==> src/rtl/rs232_rx_fifo.sv <==
// rs232_rx_fifo: receive-side byte FIFO between the RS-232 receiver and the I/O bus.
// Drains the receiver one byte per handshake, buffers up to 2^DEPTH_LOG2 bytes,
// and records a sticky overrun flag when a byte arrives while the buffer is full.
module rs232_rx_fifo #(
    parameter int unsigned DEPTH_LOG2 = 4
) (
    input  logic                  clk,
    input  logic                  rst,
    input  logic                  rxrdy,
    input  logic [7:0]            rxdata,
    output logic                  rxdone,
    input  logic                  pop,
    input  logic                  clrovf,
    output logic [7:0]            dout,
    output logic                  rdy,
    output logic                  full,
    output logic                  ovf,
    output logic [DEPTH_LOG2:0]   count
);

    localparam int unsigned DEPTH = 1 << DEPTH_LOG2;
    localparam int unsigned PW    = DEPTH_LOG2;
    localparam int unsigned CW    = DEPTH_LOG2 + 1;

    logic [7:0]    mem [DEPTH];
    logic [PW-1:0] wp;
    logic [PW-1:0] rp;

    logic take;
    logic pop_eff;
    logic push;
    logic drop;

    // Status compares on the occupancy counter
    assign rdy  = (count != '0);
    assign full = (count == CW'(DEPTH));

    // Show-ahead head entry
    assign dout = mem[rp];

    // Handshake and push/pop/drop decisions; ~rxdone blocks a double capture
    always_comb begin
        take    = rxrdy & ~rxdone;
        pop_eff = pop & rdy;
        push    = take & (~full | pop_eff);
        drop    = take & full & ~pop_eff;
    end

    // Storage array, intentionally not reset
    always_ff @(posedge clk) begin
        if (push && !rst) begin
            mem[wp] <= rxdata;
        end
    end

    // Pointers, occupancy, acknowledge and sticky overrun flag
    always_ff @(posedge clk) begin
        if (rst) begin
            wp     <= '0;
            rp     <= '0;
            count  <= '0;
            ovf    <= 1'b0;
            rxdone <= 1'b0;
        end else begin
            rxdone <= take;
            if (push) begin
                wp <= wp + PW'(1);
            end
            if (pop_eff) begin
                rp <= rp + PW'(1);
            end
            case ({push, pop_eff})
                2'b10:   count <= count + CW'(1);
                2'b01:   count <= count - CW'(1);
                default: count <= count;
            endcase
            // A drop in the same cycle as a clear leaves the flag set
            if (drop) begin
                ovf <= 1'b1;
            end else if (clrovf) begin
                ovf <= 1'b0;
            end
        end
    end

endmodule

==> config.mk <==
export PLATFORM = sky130hd
export DESIGN_NAME = rs232_rx_fifo
export DESIGN_NICKNAME = d
export VERILOG_FILES = /design/src/rtl/rs232_rx_fifo.sv
export SDC_FILE = /design/constraint.sdc
export NUM_CORES = 1
export LEC_CHECK = 0
export BUFFER_PORTS_ARGS = -buffer_cell sky130_fd_sc_hd__buf_4
export CAP_MARGIN = 0
export CORE_MARGIN = 5
export CORE_UTILIZATION = 48
export DETAILED_ROUTE_END_ITERATION = 8
export GPL_ROUTABILITY_DRIVEN = 0
export PLACE_DENSITY = 0.67
export SLEW_MARGIN = 30
export SYNTH_ARGS = -nofsm -noshare
export SYNTH_HDL_FRONTEND = slang
export SYNTH_SLANG_ARGS = --single-unit
==> constraint.sdc <==
create_clock -name clk -period 2.96 [get_ports clk]
set_input_delay 0.296 -clock clk [delete_from_list [all_inputs] [get_ports clk]]
set_output_delay 0.296 -clock clk [all_outputs]
set_load 0.005 [all_outputs]
-- Word-level counts from Yosys, hierarchy flattened
Memories as Yosys holds them, arrays and structs flattened. A register that Yosys moved wholly into a read port is not among the register bits.
Index checks and enable logic that the tools add are counted.
- memories kept: 1
- input port bits: 13
- logic and storage cells: 34
- memory bits (writable): 128
- output and inout port bits: 17
- bits in registers: 15
- muxes and demuxes: 7
- add/sub/neg operators: 4
- bitwise operators: 9
- reductions and logical operators: 5
- eq/ne operators: 3
- memories (name ; words ; bits a word ; read ports ; clocked after memory_dff ; wr ports ; RTL line ; text):
    mem ; 16 ; 8 ; 1 ; 1 ; 1 ; 25 ; logic [7:0] mem [DEPTH];
- operators with widths (operator ; count):
    5-bit one-hot mux with 2 select lines ; 1
    4-bit by 1-bit adder with 4-bit output (second input constant) ; 2
    4-bit 2-to-1 mux ; 2
    5-bit by 1-bit adder with 5-bit output (second input constant) ; 1
    1-bit AND ; 5
    5-bit equality test (second input constant) ; 1
    5-bit nonzero test ; 1
    5-bit by 1-bit subtractor with 5-bit output (second input constant) ; 1
    1-bit 2-to-1 mux ; 4
    2-bit nonzero test ; 2
    1-bit inverter ; 3
    2-bit by 1-bit equality test with 1-bit output (second input constant) ; 1
    2-bit equality test (second input constant) ; 1
    1-bit logical AND ; 1
    1-bit logical NOT ; 1
    1-bit bitwise OR ; 1

-- Logic depth before layout (Yosys ltp)
- depth after elaboration: 7
- mapped depth: 8

-- Least setup slack after synthesis
No wires, ideal clock.
- kind: register to register
- start: register count[3]
- end: register count[4]
- arrival time: 2288 ps
- slack: 523 ps
- clock period less this slack: 2437 ps
- data required time: 2811 ps
- setup time: 149 ps
- cell stages (with the launch flop): 9
- cell sequence: dfxtp_1 -> or4_4 -> o211ai_4 -> inv_1 -> ha_1 -> nand2b_1 -> a21o_1 -> a2111oi_0 -> o311ai_0
- cells in the longest elaborated chain, start to end: 6
- ends and longest elaborated chain (item ; RTL line ; text):
    start, declared ; 18 ; output logic [DEPTH_LOG2:0] count
    start signal, assigned ; 73 ; 2'b10: count <= count + CW'(1);
    start signal, assigned ; 74 ; 2'b01: count <= count - CW'(1);
    start signal, assigned ; 75 ; default: count <= count;
    5-bit nonzero test / 5-bit equality test (equally long branches) ; 35, 36 ;
    1-bit AND / 1-bit inverter (equally long branches) ; 44, 45 ;
    1-bit bitwise OR ; 45 ; push = take & (~full | pop_eff);
    1-bit AND ; 45 ;
    2-bit by 1-bit equality test with 1-bit output / 2-bit equality test (equally long branches) ; 72 ; case ({push, pop_eff})
    5-bit one-hot mux with 2 select lines / 2-bit nonzero test (equally long branches) ; -- ;
Several ways; a longest one is shown, not always the timed one.
A chain may end at the register's enable or synchronous reset.

-- Worst setup path after layout
Same ends and word-level chain as after synthesis.

==> results_dict.tcl <==
set metrics [dict create \
    dp_hpwl_um 7330 \
    ys_seq_area_share_pct 71.3 \
    fin_worst_skew_ns 0.00949 \
    port-buffer-count 29 \
    cp.depth 8 \
    die_h_um 121 \
    cts_max_path_buffers 2 \
    setup_violations 0 \
    fin_crit_sh_pct 88.3 \
    use_met1_pct 22.2 \
    dr_total_vias 3065 \
    drt_iter0_drc 312 \
    grt_pass1_wl_um 17900 \
    htreeDepth 4 \
    holdWs_ns 0.182 \
    postPlaceCellArea_um2 6460 \
    ys_types 40 \
    synth-edff-count 128 \
    design.core.area_um2 12100 \
    avgSynthCellArea_um2 17.7 \
    grt_usage_pct 16.8 \
    holdCritPathClass "in2reg" \
    swShare_pct 25.2 \
    cp-endpoint "count[4]$_SDFFE_PP0P_" \
    clk_pin_slew_ns 0.06 \
    detail_route.vias_per_cell 5.40 \
    hold_viol 0 \
    syn-cell-area_um2 5920 \
    p_comb_share_pct 21.3 \
    setup_tns_ns 0 \
    endpoint_kind "flip-flop" \
    use_met3_pct 4.80 \
    cp-startpoint "count[3]$_SDFFE_PP0P_" \
    initial_core_util_pct 49.1 \
    pin_count 30 \
    internal_power_w 0.00439 \
    cp_cell_sequence "or4_4 -> o211ai_4 -> inv_1 -> ha_1 -> nand2b_1 -> a21o_1 -> a2111oi_0 -> o311ai_0" \
    startpoint_type "flip-flop" \
    nets 409 \
    synth_cells 334 \
    yosysWarnings 0 \
    ff2ff_setup_slack_ns 0.35 \
    rr_endpoint "count[4]$_SDFFE_PP0P_" \
    use_met2_pct 27.1 \
    irDropWorstVdd_mv 0.499 \
    row_count 40 \
    drt_wl_total_um 11400 \
    leakage_nw 2.38 \
    antenna_left 0 \
    nFillCells 912 \
    layout-drive-gt1-share_pct 28.5 \
    power.share.sequential_pct 41.9 \
    finalInstanceArea_um2 7060 \
    cts.repair.resized 0 \
    diodes 0 \
    p_sw_w 0.00148 \
    critical_path.max_stage_delay_ns 0.61 \
    gr-total-overflow 0 \
    post-cts-setup-buffers 0 \
    max-slew-margin-rel_pct 45.5 \
    dieArea_um2 14700 \
    ctsHoldBuffers 0 \
    crit_fanout 6 \
    multi_input_area_um2 1610 \
    placed_cells 536 \
    async_flop_share_pct 0 \
    clk_latency_ns 0.42 \
    ff2ff_path_depth 8 \
    syn_to_final_growth_pct 19.1 \
    ys_seq_elements 147 \
    grt_max_degree 33 \
    hp-start "rxdata[6]" \
    cp_data_arrival_time_ns 2.89 \
    layout.cells.non_filler 568 \
    numCtsBuffers 17 \
    syn-num-nets 356 \
    path_delay_family "compound AO/OA/AOI/OAI gates" \
    drt_first_pass_iters 4 \
    drv_cap 0 \
    rsz0062_at_grt "no" \
    tightest_slew_ns 0.816 \
    regArea_um2 4230 \
    fin_crit_ns 2.61 \
    fmax_ghz 0.383 \
    powerDensity_nw_per_um2 832 \
    reg2reg_from "count[3]$_SDFFE_PP0P_" \
    pwr-share-clk_pct 36.8 \
    status "finished, final reports clean" \
    grt_pass1_vias 3173 \
    clk_root_buffer_cell "clkbuf_16" \
    worstPathRequired_ns 3.24 \
    antenna_found_initial 0 \
    drcViolationCount 0 \
    busiest_layer "met2" \
    slowest_stage "or4_4" \
    die_w_um 121 \
    drv_slew 0 \
    clock-sinks 147 \
    p_total_w 0.00587 \
    critPathKind "reg2reg" \
    cts_tree "done" \
    synth_ff_type "edfxtp_1" \
    path_buf_inv 1 \
    post_drt_wl_per_cell_um 20.0 \
]
## cells by family (layout without fill, tap and decap cells)
logic type | count (synthesis) | after routing | synth area share [%]
AO/OA/AOI/OAI | 38 | 38 | 5.09
XOR/XNOR | 6 | 6 | 0.887
adder cells (fa/ha/maj) | 9 | 9 | 2.03
buffers and inverters | 23 | 89 | 1.52
flip-flops | 147 | 147 | 71.3
multiplexers | 36 | 36 | 12.9
AND/OR/NAND/NOR | 75 | 75 | 6.25
## sequential cells by signal, summed over array words and instances, names as in the netlist, named ones only
name and count:
ovf 1, mem 128, count 5, rp 4
wp 4, rxdone 1
## worst min path at each step
stage	endpoint	slack, ns	depth (start not counted)
floorplan	mem[0][0]$_DFFE_PP_	0.39	0
global placement	ovf$_SDFFE_PP0P_	0.49	2
detailed placement	ovf$_SDFFE_PP0P_	0.49	2
CTS	mem[1][6]$_DFFE_PP_	0.17	1
global route	mem[13][6]$_DFFE_PP_	0.18	1
finish	mem[1][6]$_DFFE_PP_	0.18	1
## synth_stat cells, types with 3 or more instances
library cell	instances	area share, %
a211oi_1	4	0.51
a22oi_1	16	2.0
buf_1	3	0.19
buf_2	3	0.25
clkbuf_1	10	0.63
dfxtp_1	19	6.4
edfxtp_1	128	65
ha_1	8	1.7
inv_1	7	0.44
mux2i_1	3	0.51
mux4_2	32	12
nand2_1	14	0.89
nand2b_1	6	0.63
nor2_1	32	2.0
nor2b_1	4	0.42
nor3_1	7	0.59
xor2_1	4	0.59
## per-stage QoR
stage                     setup WS, ns  utilization [%]
after global routing             0.130             58.5
after global placement           0.410             53.6
final                            0.347             58.5
after detailed placement         0.391             53.6
after CTS                        0.288             58.5
after floorplan                  0.523                -
## layout by cell type (no fill, tap or decap), drive strengths merged, types with 8 or more instances in the layout
cell    instances
a22oi          16
buf            50
clkbuf         18
clkinv          8
dfxtp          19
edfxtp        128
ha              8
mux4           32
nand2          14
nor2           32
## routing by layer
layer  wire [um]  part of all wire [%]  vias to the layer above
li1            -                     -                     1432
met1        4960                    44                     1552
met2        5790                    51                       67
met3         483                   4.2                       14
met4         150                   1.3                        0
met5           0                     0                        -
## power groups by stage
stage               Sequential, W  Combinational (W)  Clock (W)
detailed placement        0.00250            0.00127          0
CTS                       0.00246            0.00128    0.00218
global placement          0.00249            0.00125          0
global route              0.00248            0.00138    0.00229
finish                    0.00246            0.00125    0.00216
floorplan                 0.00243           0.000905          0
## cell type report
type / count / area share, %
timing repair buffer: 50 / 5.50
multi-input combinational: 164 / 22.8
sequential: 147 / 59.9
clock buffer: 18 / 6.08
clock inverter: 14 / 2.38
inverter: 7 / 0.372
tap: 168 / 2.98
(Power assumes the default switching activity.)
